==> src/rtl/gba_timer_bank.sv <==
// gba_timer_bank
// Bank of NUM_CH GBA-style timers behind one 32-bit word-addressed register bus.
// Each channel has a reload value, a prescaler (1/64/256/1024), cascade count-up
// from the previous channel, an IRQ enable, start/stop and a one-shot mode.
// The cascade chain is combinational, so a full chain overflows in the same clock.
//
// Ports:
//   clk        system clock
//   reset      synchronous, active-high reset
//   gb_on      global enable; low freezes all channel state (bus still works)
//   bus_adr    word address (channel i at BASE_ADR+i)
//   bus_din    write data
//   bus_be     write byte enables (be[3] ignored)
//   bus_wr     write strobe
//   bus_rd     read strobe
//   bus_dout   read data, zero unless bus_rvalid
//   bus_rvalid read data valid, one cycle after bus_rd
//   tick       per-channel overflow pulse
//   irq        per-channel IRQ pulse (overflow with irq_en)
//
// Register word: [15:0] reload (write) / live counter (read), [17:16] prescaler,
// [18] count-up, [19] one-shot, [22] irq_en, [23] start.
module gba_timer_bank #(
    parameter int          NUM_CH   = 4,
    parameter int          CNT_W    = 16,
    parameter logic [27:0] BASE_ADR = 28'h100,
    parameter int          IS_SIMU  = 0
) (
    input  logic              clk,
    input  logic              reset,
    input  logic              gb_on,
    input  logic [27:0]       bus_adr,
    input  logic [31:0]       bus_din,
    input  logic [3:0]        bus_be,
    input  logic              bus_wr,
    input  logic              bus_rd,
    output logic [31:0]       bus_dout,
    output logic              bus_rvalid,
    output logic [NUM_CH-1:0] tick,
    output logic [NUM_CH-1:0] irq
);

    localparam logic [CNT_W-1:0] ALL_ONES = {CNT_W{1'b1}};

    logic [CNT_W-1:0]  cnt_q    [NUM_CH];
    logic [CNT_W-1:0]  cnt_d    [NUM_CH];
    logic [CNT_W-1:0]  reload_q [NUM_CH];
    logic [CNT_W-1:0]  reload_d [NUM_CH];
    logic [9:0]        pcnt_q   [NUM_CH];
    logic [9:0]        pcnt_d   [NUM_CH];
    logic [1:0]        psel_q   [NUM_CH];
    logic [1:0]        psel_d   [NUM_CH];
    logic [NUM_CH-1:0] cup_q, cup_d;
    logic [NUM_CH-1:0] oneshot_q, oneshot_d;
    logic [NUM_CH-1:0] irqen_q, irqen_d;
    logic [NUM_CH-1:0] run_q, run_d;
    // Start edge seen while gb_on was low; the reload is applied when gb_on returns.
    logic [NUM_CH-1:0] pend_q, pend_d;
    logic [NUM_CH-1:0] tick_q, tick_d;
    logic [NUM_CH-1:0] irq_q, irq_d;
    logic              rvalid_q, rvalid_d;
    logic [31:0]       dout_q, dout_d;

    logic unused_s;
    assign unused_s = ^{bus_din[31:24], bus_din[21:20], bus_be[3], (IS_SIMU != 0)};

    // Next-state for bus reads, register writes, prescalers and the cascade chain.
    always_comb begin : p_next
        logic        carry_s;
        logic        hit_s;
        logic        wr_ctl_s;
        logic        start_edge_s;
        logic        active_s;
        logic        casc_s;
        logic        presc_hit_s;
        logic        inc_s;
        logic        ovf_s;
        logic        load_s;
        logic [15:0] new16_s;
        logic [31:0] word_s;

        carry_s  = 1'b0;
        rvalid_d = 1'b0;
        dout_d   = 32'd0;
        tick_d   = '0;
        irq_d    = '0;
        cup_d    = cup_q;
        oneshot_d = oneshot_q;
        irqen_d  = irqen_q;
        run_d    = run_q;
        pend_d   = pend_q;

        for (int i = 0; i < NUM_CH; i++) begin
            hit_s    = (bus_adr == (BASE_ADR + 28'(i)));
            wr_ctl_s = bus_wr && hit_s && bus_be[2];

            // Read samples the pre-update counter.
            word_s = 32'd0;
            word_s[CNT_W-1:0] = cnt_q[i];
            word_s[17:16]     = psel_q[i];
            word_s[18]        = cup_q[i];
            word_s[19]        = oneshot_q[i];
            word_s[22]        = irqen_q[i];
            word_s[23]        = run_q[i];
            if (bus_rd && hit_s) begin
                rvalid_d = 1'b1;
                dout_d   = word_s;
            end else begin
                rvalid_d = rvalid_d;
            end

            // Byte-merged reload; this value is also what an overflow or start
            // in the same cycle loads (write-through).
            new16_s = 16'd0;
            new16_s[CNT_W-1:0] = reload_q[i];
            new16_s[7:0]  = (bus_wr && hit_s && bus_be[0]) ? bus_din[7:0]  : new16_s[7:0];
            new16_s[15:8] = (bus_wr && hit_s && bus_be[1]) ? bus_din[15:8] : new16_s[15:8];
            reload_d[i] = new16_s[CNT_W-1:0];

            start_edge_s = wr_ctl_s && bus_din[23] && !run_q[i];
            active_s     = gb_on && run_q[i] && !pend_q[i];
            casc_s       = cup_q[i] && (i > 0);

            // >= rather than == so a prescaler change while running wraps promptly.
            case (psel_q[i])
                2'd0:    presc_hit_s = 1'b1;
                2'd1:    presc_hit_s = (pcnt_q[i] >= 10'd63);
                2'd2:    presc_hit_s = (pcnt_q[i] >= 10'd255);
                2'd3:    presc_hit_s = (pcnt_q[i] >= 10'd1023);
                default: presc_hit_s = 1'b1;
            endcase

            inc_s   = active_s && (casc_s ? carry_s : presc_hit_s);
            ovf_s   = inc_s && (cnt_q[i] == ALL_ONES);
            carry_s = ovf_s;
            load_s  = gb_on && (start_edge_s || (pend_q[i] && run_q[i]));

            if (ovf_s) begin
                cnt_d[i] = reload_d[i];
            end else if (inc_s) begin
                cnt_d[i] = cnt_q[i] + CNT_W'(1);
            end else if (load_s) begin
                cnt_d[i] = reload_d[i];
            end else begin
                cnt_d[i] = cnt_q[i];
            end

            if (load_s) begin
                pcnt_d[i] = 10'd0;
            end else if (active_s && !casc_s) begin
                pcnt_d[i] = presc_hit_s ? 10'd0 : (pcnt_q[i] + 10'd1);
            end else begin
                pcnt_d[i] = pcnt_q[i];
            end

            tick_d[i] = ovf_s;
            irq_d[i]  = ovf_s && irqen_q[i];

            if (wr_ctl_s) begin
                psel_d[i]    = bus_din[17:16];
                cup_d[i]     = bus_din[18];
                oneshot_d[i] = bus_din[19];
                irqen_d[i]   = bus_din[22];
            end else begin
                psel_d[i]    = psel_q[i];
            end

            // One-shot overflow wins over a start rewrite in the same cycle.
            if (ovf_s && oneshot_q[i]) begin
                run_d[i] = 1'b0;
            end else if (wr_ctl_s) begin
                run_d[i] = bus_din[23];
            end else begin
                run_d[i] = run_q[i];
            end

            if (wr_ctl_s && !bus_din[23]) begin
                pend_d[i] = 1'b0;
            end else if (start_edge_s && !gb_on) begin
                pend_d[i] = 1'b1;
            end else if (gb_on && pend_q[i] && run_q[i]) begin
                pend_d[i] = 1'b0;
            end else begin
                pend_d[i] = pend_q[i];
            end
        end
    end

    // State and output registers with synchronous reset.
    always_ff @(posedge clk) begin
        if (reset) begin
            for (int i = 0; i < NUM_CH; i++) begin
                cnt_q[i]    <= '0;
                reload_q[i] <= '0;
                pcnt_q[i]   <= 10'd0;
                psel_q[i]   <= 2'd0;
            end
            cup_q     <= '0;
            oneshot_q <= '0;
            irqen_q   <= '0;
            run_q     <= '0;
            pend_q    <= '0;
            tick_q    <= '0;
            irq_q     <= '0;
            rvalid_q  <= 1'b0;
            dout_q    <= 32'd0;
        end else begin
            for (int i = 0; i < NUM_CH; i++) begin
                cnt_q[i]    <= cnt_d[i];
                reload_q[i] <= reload_d[i];
                pcnt_q[i]   <= pcnt_d[i];
                psel_q[i]   <= psel_d[i];
            end
            cup_q     <= cup_d;
            oneshot_q <= oneshot_d;
            irqen_q   <= irqen_d;
            run_q     <= run_d;
            pend_q    <= pend_d;
            tick_q    <= tick_d;
            irq_q     <= irq_d;
            rvalid_q  <= rvalid_d;
            dout_q    <= dout_d;
        end
    end

    assign tick       = tick_q;
    assign irq        = irq_q;
    assign bus_rvalid = rvalid_q;
    assign bus_dout   = dout_q;

endmodule

==> config.mk <==
export PLATFORM = sky130hd
export DESIGN_NAME = gba_timer_bank
export DESIGN_NICKNAME = d
export VERILOG_FILES = /design/src/rtl/gba_timer_bank.sv
export SDC_FILE = /design/constraint.sdc
export NUM_CORES = 1
export LEC_CHECK = 0
export BUFFER_PORTS_ARGS = -buffer_cell sky130_fd_sc_hd__buf_2
export CAP_MARGIN = 20
export CORE_MARGIN = 2
export CORE_UTILIZATION = 38
export CTS_CLUSTER_DIAMETER = 40
export DETAILED_ROUTE_END_ITERATION = 8
export SYNTH_ARGS = -nofsm -noshare
export SYNTH_HDL_FRONTEND = slang
export SYNTH_SLANG_ARGS = --single-unit
==> constraint.sdc <==
create_clock -name clk -period 3.4 [get_ports clk]
set_clock_uncertainty 0.2 [all_clocks]
set_input_delay 0.17 -clock clk [delete_from_list [all_inputs] [get_ports clk]]
set_output_delay 0.17 -clock clk [all_outputs]
set_load 0.01 [all_outputs]
Word level (Yosys, flattened, before mapping)
Memory sizes are Yosys's and may differ from the RTL's.
Cells that the tools add are included.
{"block": "totals", "regBits": 61, "mem_bits_rw": 176, "input_bits": 69, "out_inout_bits": 41, "elab_cells": 276, "n_memories": 4}
{"block": "op_classes", "addsub": 8, "magnitude_cmp": 12, "n_eq_ne": 20, "muxes": 78, "bitwise_logic": 16, "n_reduce_logical": 113}
{"memory": "cnt_q", "depth": 4, "word_bits": 16, "read_ports": 4, "rd_clocked_by_memory_dff": 0, "wr": 4, "line_no": "45", "source": "logic [CNT_W-1:0] cnt_q [NUM_CH];"}
{"memory": "reload_q", "depth": 4, "word_bits": 16, "read_ports": 4, "rd_clocked_by_memory_dff": 0, "wr": 4, "line_no": "47", "source": "logic [CNT_W-1:0] reload_q [NUM_CH];"}
{"memory": "pcnt_q", "depth": 4, "word_bits": 10, "read_ports": 4, "rd_clocked_by_memory_dff": 0, "wr": 4, "line_no": "49", "source": "logic [9:0] pcnt_q [NUM_CH];"}
{"memory": "psel_q", "depth": 4, "word_bits": 2, "read_ports": 4, "rd_clocked_by_memory_dff": 0, "wr": 4, "line_no": "51", "source": "logic [1:0] psel_q [NUM_CH];"}
{"op": "16-bit 2-to-1 mux", "count": 20}
{"op": "10-bit 2-to-1 mux", "count": 16}
{"op": "28-bit by 9-bit equality test with 1-bit output, second input constant", "count": 4}
{"op": "24-bit 2-to-1 mux", "count": 4}
{"op": "1-bit logical AND", "count": 79}
{"op": "16-bit by 1-bit adder with 16-bit output, second input constant", "count": 4}
{"op": "16-bit equality test, second input constant", "count": 4}
{"op": "8-bit 2-to-1 mux", "count": 8}
{"op": "10-bit by 1-bit adder with 10-bit output, second input constant", "count": 4}
{"op": "10-bit >= comparator, second input constant", "count": 4}
{"op": "10-bit by 6-bit >= comparator with 1-bit output, second input constant", "count": 4}
{"op": "10-bit by 8-bit >= comparator with 1-bit output, second input constant", "count": 4}
{"op": "1-bit 2-to-1 mux", "count": 18}
{"op": "2-bit equality test, second input constant", "count": 8}
{"op": "2-bit 2-to-1 mux", "count": 8}
{"op": "1-bit bitwise OR", "count": 16}
{"op": "1-bit case mux with 4 select lines", "count": 4}
{"op": "2-bit OR reduction", "count": 8}
{"op": "1-bit logical NOT", "count": 13}
{"op": "2-bit by 1-bit equality test with 1-bit output, second input constant", "count": 4}
{"op": "2-bit logical NOT", "count": 4}
{"op": "2-bit nonzero test", "count": 4}
{"op": "1-bit logical OR", "count": 4}
{"op": "4-bit OR reduction", "count": 1}

Depth between registers and ports, before layout
Gate-level depths: netlist of run 1.
An unclocked memory read counts as a cell.
{"block": "logic_depth", "word_depth": 16, "depth_mapped": 11, "ltp_nobuf": 9}

Worst setup path after synthesis of run 1
OpenSTA, ideal clock, no wires.
{"block": "synth_path", "path_kind": "reg-to-reg", "from": "mem cnt_q[2][0]", "to": "mem cnt_q[3][15]", "setup_ns": 0.128, "t_arrival_ns": 2.717, "t_required_ns": 3.072, "path_slack_ns": 0.355, "path_stages_with_launch": 12, "path_buffers": 2, "period_less_slack_ns": 3.045, "cell_sequence": "dfxtp_1 ha_1 nand3_1 or4_4 or4b_4 o32ai_2 a31oi_1 buf_6 nand2b_4 buf_6 o41ai_2 a211oi_1"}
{"element": "start: declaration", "line_no": "45"}

==> results by group, run 1 <==
Outcome
  – Status: finished, final reports clean

Timing
  – Worst hold margin: 0.0333 ns
  – Post-route minimum period: 3.26 ns
  – Worst-Margin Slew: 0.903 ns
  – Unrepaired setup endpoints after global routing: yes
  – Final setup vio count: 0
  – Fmax: 307 MHz
  – Final Slew Violations: 0
  – Fin crit share: 96.0%
  – Count of final hold-check violations: 0
  – Slew Limit Headroom: 39.5%

Setup path
  – Arr. time, crit path: 3.47 ns
  – R2R cell count: 10
  – Startpoint Class: flop
  – Worst R2R Setup Slack: 0.14 ns
  – Critical R2R Capture: cnt_q[3][4]
  – CP max FO: 19
  – Crit Path Category: flop to flop
  – Critical path required time: 3.61 ns
  – Worst reg2reg path startpoint: cnt_q[2][0]
  – Critical Path Sink Type: flop

Floorplan
  – Initial Util: 38.9%
  – CORE AREA: 0.0280 mm2
  – Die span in y: 173 um
  – Die width: 173 um
  – Boundary Pins: 110
  – Row cnt: 61
  – Area of the die: 0.0300 mm2

Finish
  – Final Instance Area: 0.0135 mm2
  – # diodes: 0
  – Fraction of layout cells with a size suffix above 1: 16.8%
  – P&R area growth vs syn: 23.6%
  – Nets: 1504

Drt
  – Vias per inst: 5.44
  – DRT antenna net count: 0
  – DR vias: 9962
  – Wirelength per Cell: 17.2 um
  – Iteration-0 DRC Markers: 754
  – WL final: 31.6 mm
  – DRT Pass-1 Iters: 5
  – DRC errors left: 0

Global route
  – GR Util All Layers: 20.4%
  – Antenna violations before repair: 0
  – Total grt overflow: 0
  – Vias in the first global route: 9138
  – Global-route wire length before repair: 49.5 mm
  – Largest net degree at the start of global routing: 137

Synth
  – Synth cell types: 77
  – Syn avg cell area: 8.43 um2
  – Synth cell count leaders: dfxtp_1, nor2_1, nand2_1
  – Top-count cell post-synth: dfxtp_1
  – Synth area leaders: dfxtp_1, mux2i_1, nor2_1, a21oi_1, a22oi_1
  – Synth area leader: dfxtp_1
  – Cells after Synth: 1292
  – Top FF cell, synth: dfxtp_1
  – Synth warn: 0
  – Register area share after synthesis: 41.7%
  – Post-synth EDFFs: 0
  – Share of the synthesized area in the top cell type: 41.7%
  – Seq cells post-synth: 227
  – Post-Syn Area: 0.0109 mm2
  – Ys async rst share: 0%

Place
  – Gp weighted congestion: 0.867
  – Final HPWL DP: 22.5 mm
  – DP Area: 0.0119 mm2
  – Port-buffer cells: 88

Pwr
  – Pleak: 5.41 nW
  – Maximum VDD drop: 347 uV
  – Cell Pwr Density: 494 mW/mm2

Clock network
  – H-tree levels: 2
  – CTS tree: yes
  – Root Driver: clkbuf_16
  – Cts bufs inserted: 36
  – # clock sinks: 227
  – Max Root-Sink Buffers: 3
  – Clock transition at path regs: 0.05 ns
  – Clock latency on the worst-skew pair: 0.52 ns

Worst hold path
  – Hold-critical path depth: 3
  – Worst hold endpoint: pend_q[3]
  – Hold path start: bus_adr[0]
  – Worst hold path class: input port to flop

Flow run
  – MaxCap Viol Count: 0
[how the worst max path moves through the flow]
stage	from	slack (ns)	depth (start not counted)	endpoint
final	cnt_q[2][0]	0.14	10	cnt_q[3][4]
after global routing	cnt_q[2][0]	-0.008	10	cnt_q[3][4]
after CTS	gb_on	0.11	11	cnt_q[3][5]
after detailed placement	gb_on	0.12	10	cnt_q[3][15]
after global placement	cnt_q[2][0]	0.22	10	cnt_q[3][15]
after floorplan	cnt_q[2][0]	0.36	11	cnt_q[3][15]
[layout make-up]
type | instances | area (um2)
Clock buffer | 44 | 992
Clock inverter | 20 | 264
Fill cell | 2723 | 14600
Inverter | 22 | 82.6
Multi-Input combinational cell | 970 | 5940
Sequential cell | 227 | 4540
Tap cell | 378 | 473
Timing Repair Buffer | 170 | 1160
[flip-flops by register name, indices dropped and copies added, names as in the netlist]
signal / cells
bus_dout: 22
bus_rvalid: 1
cnt_q: 64
cup_q: 4
irq: 4
irqen_q: 4
oneshot_q: 4
pcnt_q: 40
pend_q: 4
psel_q: 8
reload_q: 64
run_q: 4
tick: 4
[placed cells by master, fill, tap and decap left out, types with 5 or more instances in the layout]
cell / synthesis / routed
o32ai_1: 9 / 9
o32ai_2: 6 / 6
o22ai_1: 6 / 6
o21a_1: 6 / 6
a211oi_1: 8 / 8
xor2_1: 23 / 23
nor4_1: 11 / 11
dlygate4sd3_1: 0 / 26
conb_1: 1 / 10
a22oi_1: 52 / 52
nand4_1: 23 / 23
xnor2_1: 10 / 10
and3_1: 26 / 26
buf_2: 3 / 87
nand3b_1: 5 / 5
nand2_1: 94 / 94
bufinv_16: 0 / 5
a21oi_1: 81 / 81
nand2b_1: 8 / 8
ha_1: 8 / 8
nand4b_1: 6 / 6
nor3_1: 44 / 44
dfxtp_1: 227 / 227
and2_1: 21 / 21
or3_1: 6 / 6
inv_1: 22 / 22
buf_4: 11 / 54
clkbuf_16: 0 / 37
mux2_2: 9 / 9
mux2i_1: 86 / 86
nor2_1: 196 / 196
o21ai_0: 63 / 61
o221a_2: 5 / 5
nor3b_1: 11 / 10
o211ai_1: 8 / 8
a31oi_1: 10 / 10
nand3_1: 46 / 46
o21ai_1: 5 / 7
or2_2: 6 / 6
[worst max-delay path: stages (launching register included)]
cell     delay, ns
dfxtp_1       0.33
ha_1          0.18
nand3_1       0.12
or4_4         0.55
or4b_4        0.54
o32ai_2       0.21
a31oi_1       0.11
nor2b_1       0.24
buf_12        0.20
mux2_2        0.35
o32ai_2       0.13
[where the power goes]
part           total (W)  internal, W      switching, W
clock network    0.00381      0.00247           0.00134
logic           0.000175    0.0000627          0.000112
registers        0.00266      0.00266  0.00000000000126
total            0.00665      0.00520           0.00145
[cell families (layout without fill, tap and decap cells)]
kind of cell / Yosys count / in the layout / share of synthesized area [%]
muxes: 96 / 96 / 8.94
adders and majority gates: 8 / 8 / 0.919
DFF: 227 / 227 / 41.7
other: 1 / 10 / 0.0344
AOI/OAI and AO/OA: 294 / 294 / 17.9
and+or+nand+nor: 529 / 529 / 23.6
buffers and inverters: 104 / 256 / 4.20
xor gates and xnor gates: 33 / 33 / 2.65
[per-layer routing]
layer  wire (um)  share of wire, %  global-route usage [%]  vias to the layer above
met4         987               3.1                    7.49                        0
met5           0                 0                       0                        -
met2       14300                45                    32.0                      328
met3        1810               5.7                    3.57                       68
met1       14500                46                    28.0                     4645
li1            -                 -                       -                     4921
[through the flow]
step / util, % / setup WS, ns / cells / total power [W] / TNS (ns)
finish: 48.1 / 0.138 / 1831 / 0.00665 / 0
global route: 48.1 / -0.00811 / 1831 / 0.00684 / -0.00811
CTS: 48.0 / 0.114 / 1831 / 0.00672 / 0
detailed placement: 42.6 / 0.124 / 1741 / 0.00287 / 0
global placement: 42.6 / 0.217 / 1741 / 0.00287 / 0
floorplan: - / 0.355 / 1301 / 0.00279 / 0
[what timing repair did]
item | in CTS | in global routing
endpoints found under the hold margin | 96 | 0
resized for setup | 0 | 2
hold buffers | 26 | 0
setup buffers | 0 | 0
setup endpoints to repair | 0 | 16
(Power assumes the default switching activity.)
==> run 2, diff against run 1 <==
Settings changed: CORE_UTILIZATION 38 to 59, PLACE_DENSITY set to 0.8, SLEW_MARGIN set to 5.
Clock period 3.4 ns to 3.7 ns, I/O delays scaled along.
==> run 2 against run 1 <==
Effect of this change: combinational power down 11%; count of clock-buffer cells in the layout fell by 3; routed wire length fell by 4.8%; non-clock buffer count is 24 lower; sequential share of layout area up 1.5 points; via count up 2.9%; setup slack gained 0.14 ns; first-iteration DRC count is 4.9% higher; sequential cell count unchanged; cell count is 9.8% lower.
==> results by group, run 2 (same netlist as run 1, synthesis figures left out) <==
Setup path
  – Critical R2R Capture: cnt_q[3][2]
  – Worst reg2reg path startpoint: cnt_q[2][0]
  – Arr. time, crit path: 3.64 ns
  – Worst setup path endpoint: cnt_q[3][2]
  – Crit Path Category: flop to flop
  – Critical path required time: 3.92 ns
  – Critical Path Sink Type: flop
  – R2R cell count: 10
  – Worst R2R Setup Slack: 0.28 ns
  – Startpoint Class: flop
  – CP max FO: 19
  – Crit. Startpoint: cnt_q[2][0]

Drt
  – DRC errors left: 0
  – Vias per inst: 6.21
  – DR vias: 10200
  – Wirelength per Cell: 18.2 um
  – DRT antenna net count: 0
  – DRT Pass-1 Iters: 5
  – Iteration-0 DRC Markers: 791
  – WL final: 30.0 mm

Pwr
  – Cell Pwr Density: 437 mW/mm2
  – Pleak: 5.20 nW
  – Maximum VDD drop: 405 uV
  – Overall power: 0.00563 W

Flow run
  – MaxCap Viol Count: 0

Floorplan
  – Die width: 140 um
  – Row cnt: 49
  – Area of the die: 0.0196 mm2
  – Initial Util: 60.4%
  – Boundary Pins: 110
  – Die span in y: 140 um
  – CORE AREA: 0.0180 mm2

Clock network
  – CTS tree: yes
  – H-tree levels: 2
  – # clock sinks: 227
  – Max Root-Sink Buffers: 3
  – Clock latency on the worst-skew pair: 0.51 ns
  – Post-CTS setup buffer count: 0
  – Clock transition at path regs: 0.06 ns
  – Cts bufs inserted: 34
  – Resized Gates After CTS: 0
  – Root Driver: clkbuf_16

Timing
  – Slew Limit Headroom: 46.4%
  – Fmax: 292 MHz
  – Worst hold margin: 0.0254 ns
  – Post-route minimum period: 3.42 ns
  – Unrepaired setup endpoints after global routing: no
  – Fin crit share: 92.5%
  – Fin Setup TNS: 0 ns
  – Worst-Margin Slew: 0.799 ns
  – Final Slew Violations: 0
  – Count of final hold-check violations: 0
  – Final setup vio count: 0

Finish
  – Fraction of layout cells with a size suffix above 1: 14.9%
  – Nets: 1478
  – # diodes: 0
  – Final Instance Area: 0.0129 mm2
  – Most common cell after layout, fill and taps aside: dfxtp_1
  – Commonest cells after routing, fill and taps aside: dfxtp_1, nor2_1, nand2_1, buf_2, mux2i_1
  – Fillers: 1395
  – Largest registers: cnt_q: 64 flops, reload_q: 64 flops, pcnt_q: 40 flops
  – P&R area growth vs syn: 18.3%
  – Final cell count without fillers: 1651

Global route
  – Vias in the first global route: 9459
  – GR Util All Layers: 30.1%
  – Antenna violations before repair: 0
  – Largest net degree at the start of global routing: 145
  – Global-route wire length before repair: 48.2 mm
  – Total grt overflow: 0

Worst hold path
  – Worst hold path class: input port to flop

Outcome
  – Status: finished, final reports clean

Place
  – DP Area: 0.0116 mm2
  – Gp weighted congestion: 0.925
  – Port-buffer cells: 88
  – Final HPWL DP: 20.5 mm
  – Placed cells: 1569
run 2: per-layer routing:
layer	up-vias	GRT usage (%)	part of all wire, %
li1	4857	-	-
met5	-	0	0
met3	105	5.75	7.7
met4	0	12.1	4.2
met1	4802	39.1	41
met2	483	49.5	47
run 2: how the worst min path moves through the flow:
stage            startpoint        end  slack [ns]  cells past startpoint
2_1_floorplan   bus_din[18]   cup_q[1]        0.13                      2
3_3_place_gp   oneshot_q[3]   run_q[3]        0.25                      1
3_5_place_dp   oneshot_q[3]   run_q[3]        0.26                      1
4_1_cts          bus_adr[1]  pend_q[3]       0.008                      3
5_1_grt          bus_adr[1]  pend_q[3]        0.09                      3
6_report         bus_adr[1]  pend_q[3]        0.03                      3
run 2: per-stage QoR:
step	util (%)	setup slack, ns
floorplan	-	0.655
global placement	64.1	0.403
detailed placement	64.2	0.310
CTS	71.5	0.287
global route	71.5	0.0204
finish	71.5	0.276
run 2: final cells by class:
class | count | area [um2] | share of cell area (%)
multi-input cells | 970 | 5940 | 46.1
flip-flops and latches | 227 | 4540 | 35.3
repair buffers | 146 | 966 | 7.50
clock buffers | 41 | 918 | 7.13
well taps | 229 | 287 | 2.22
clock inverters | 16 | 149 | 1.16
inverters | 22 | 82.6 | 0.641
run 2: critical path, cell delays in order (launching register included):
cell	delay (ns)
dfxtp_1	0.40
ha_1	0.21
nand3_1	0.15
or4_4	0.56
or4b_4	0.53
o32ai_2	0.20
a31oi_1	0.11
nor2b_1	0.27
buf_12	0.20
mux2_1	0.37
o32ai_2	0.13
run 2: power by group:
group	internal, W	switching [W]	total, W
Combinational	0.0000549	0.0000997	0.000155
Sequential	0.00245	0.00000000000138	0.00245
Clock	0.00186	0.00117	0.00303
Total	0.00436	0.00127	0.00563
run 2: timing repair:
item                                    4_1_cts  5_1_grt
hold buffers                                 25        0
hold endpoints to repair                    104        0
endpoints found under the setup margin        0        0
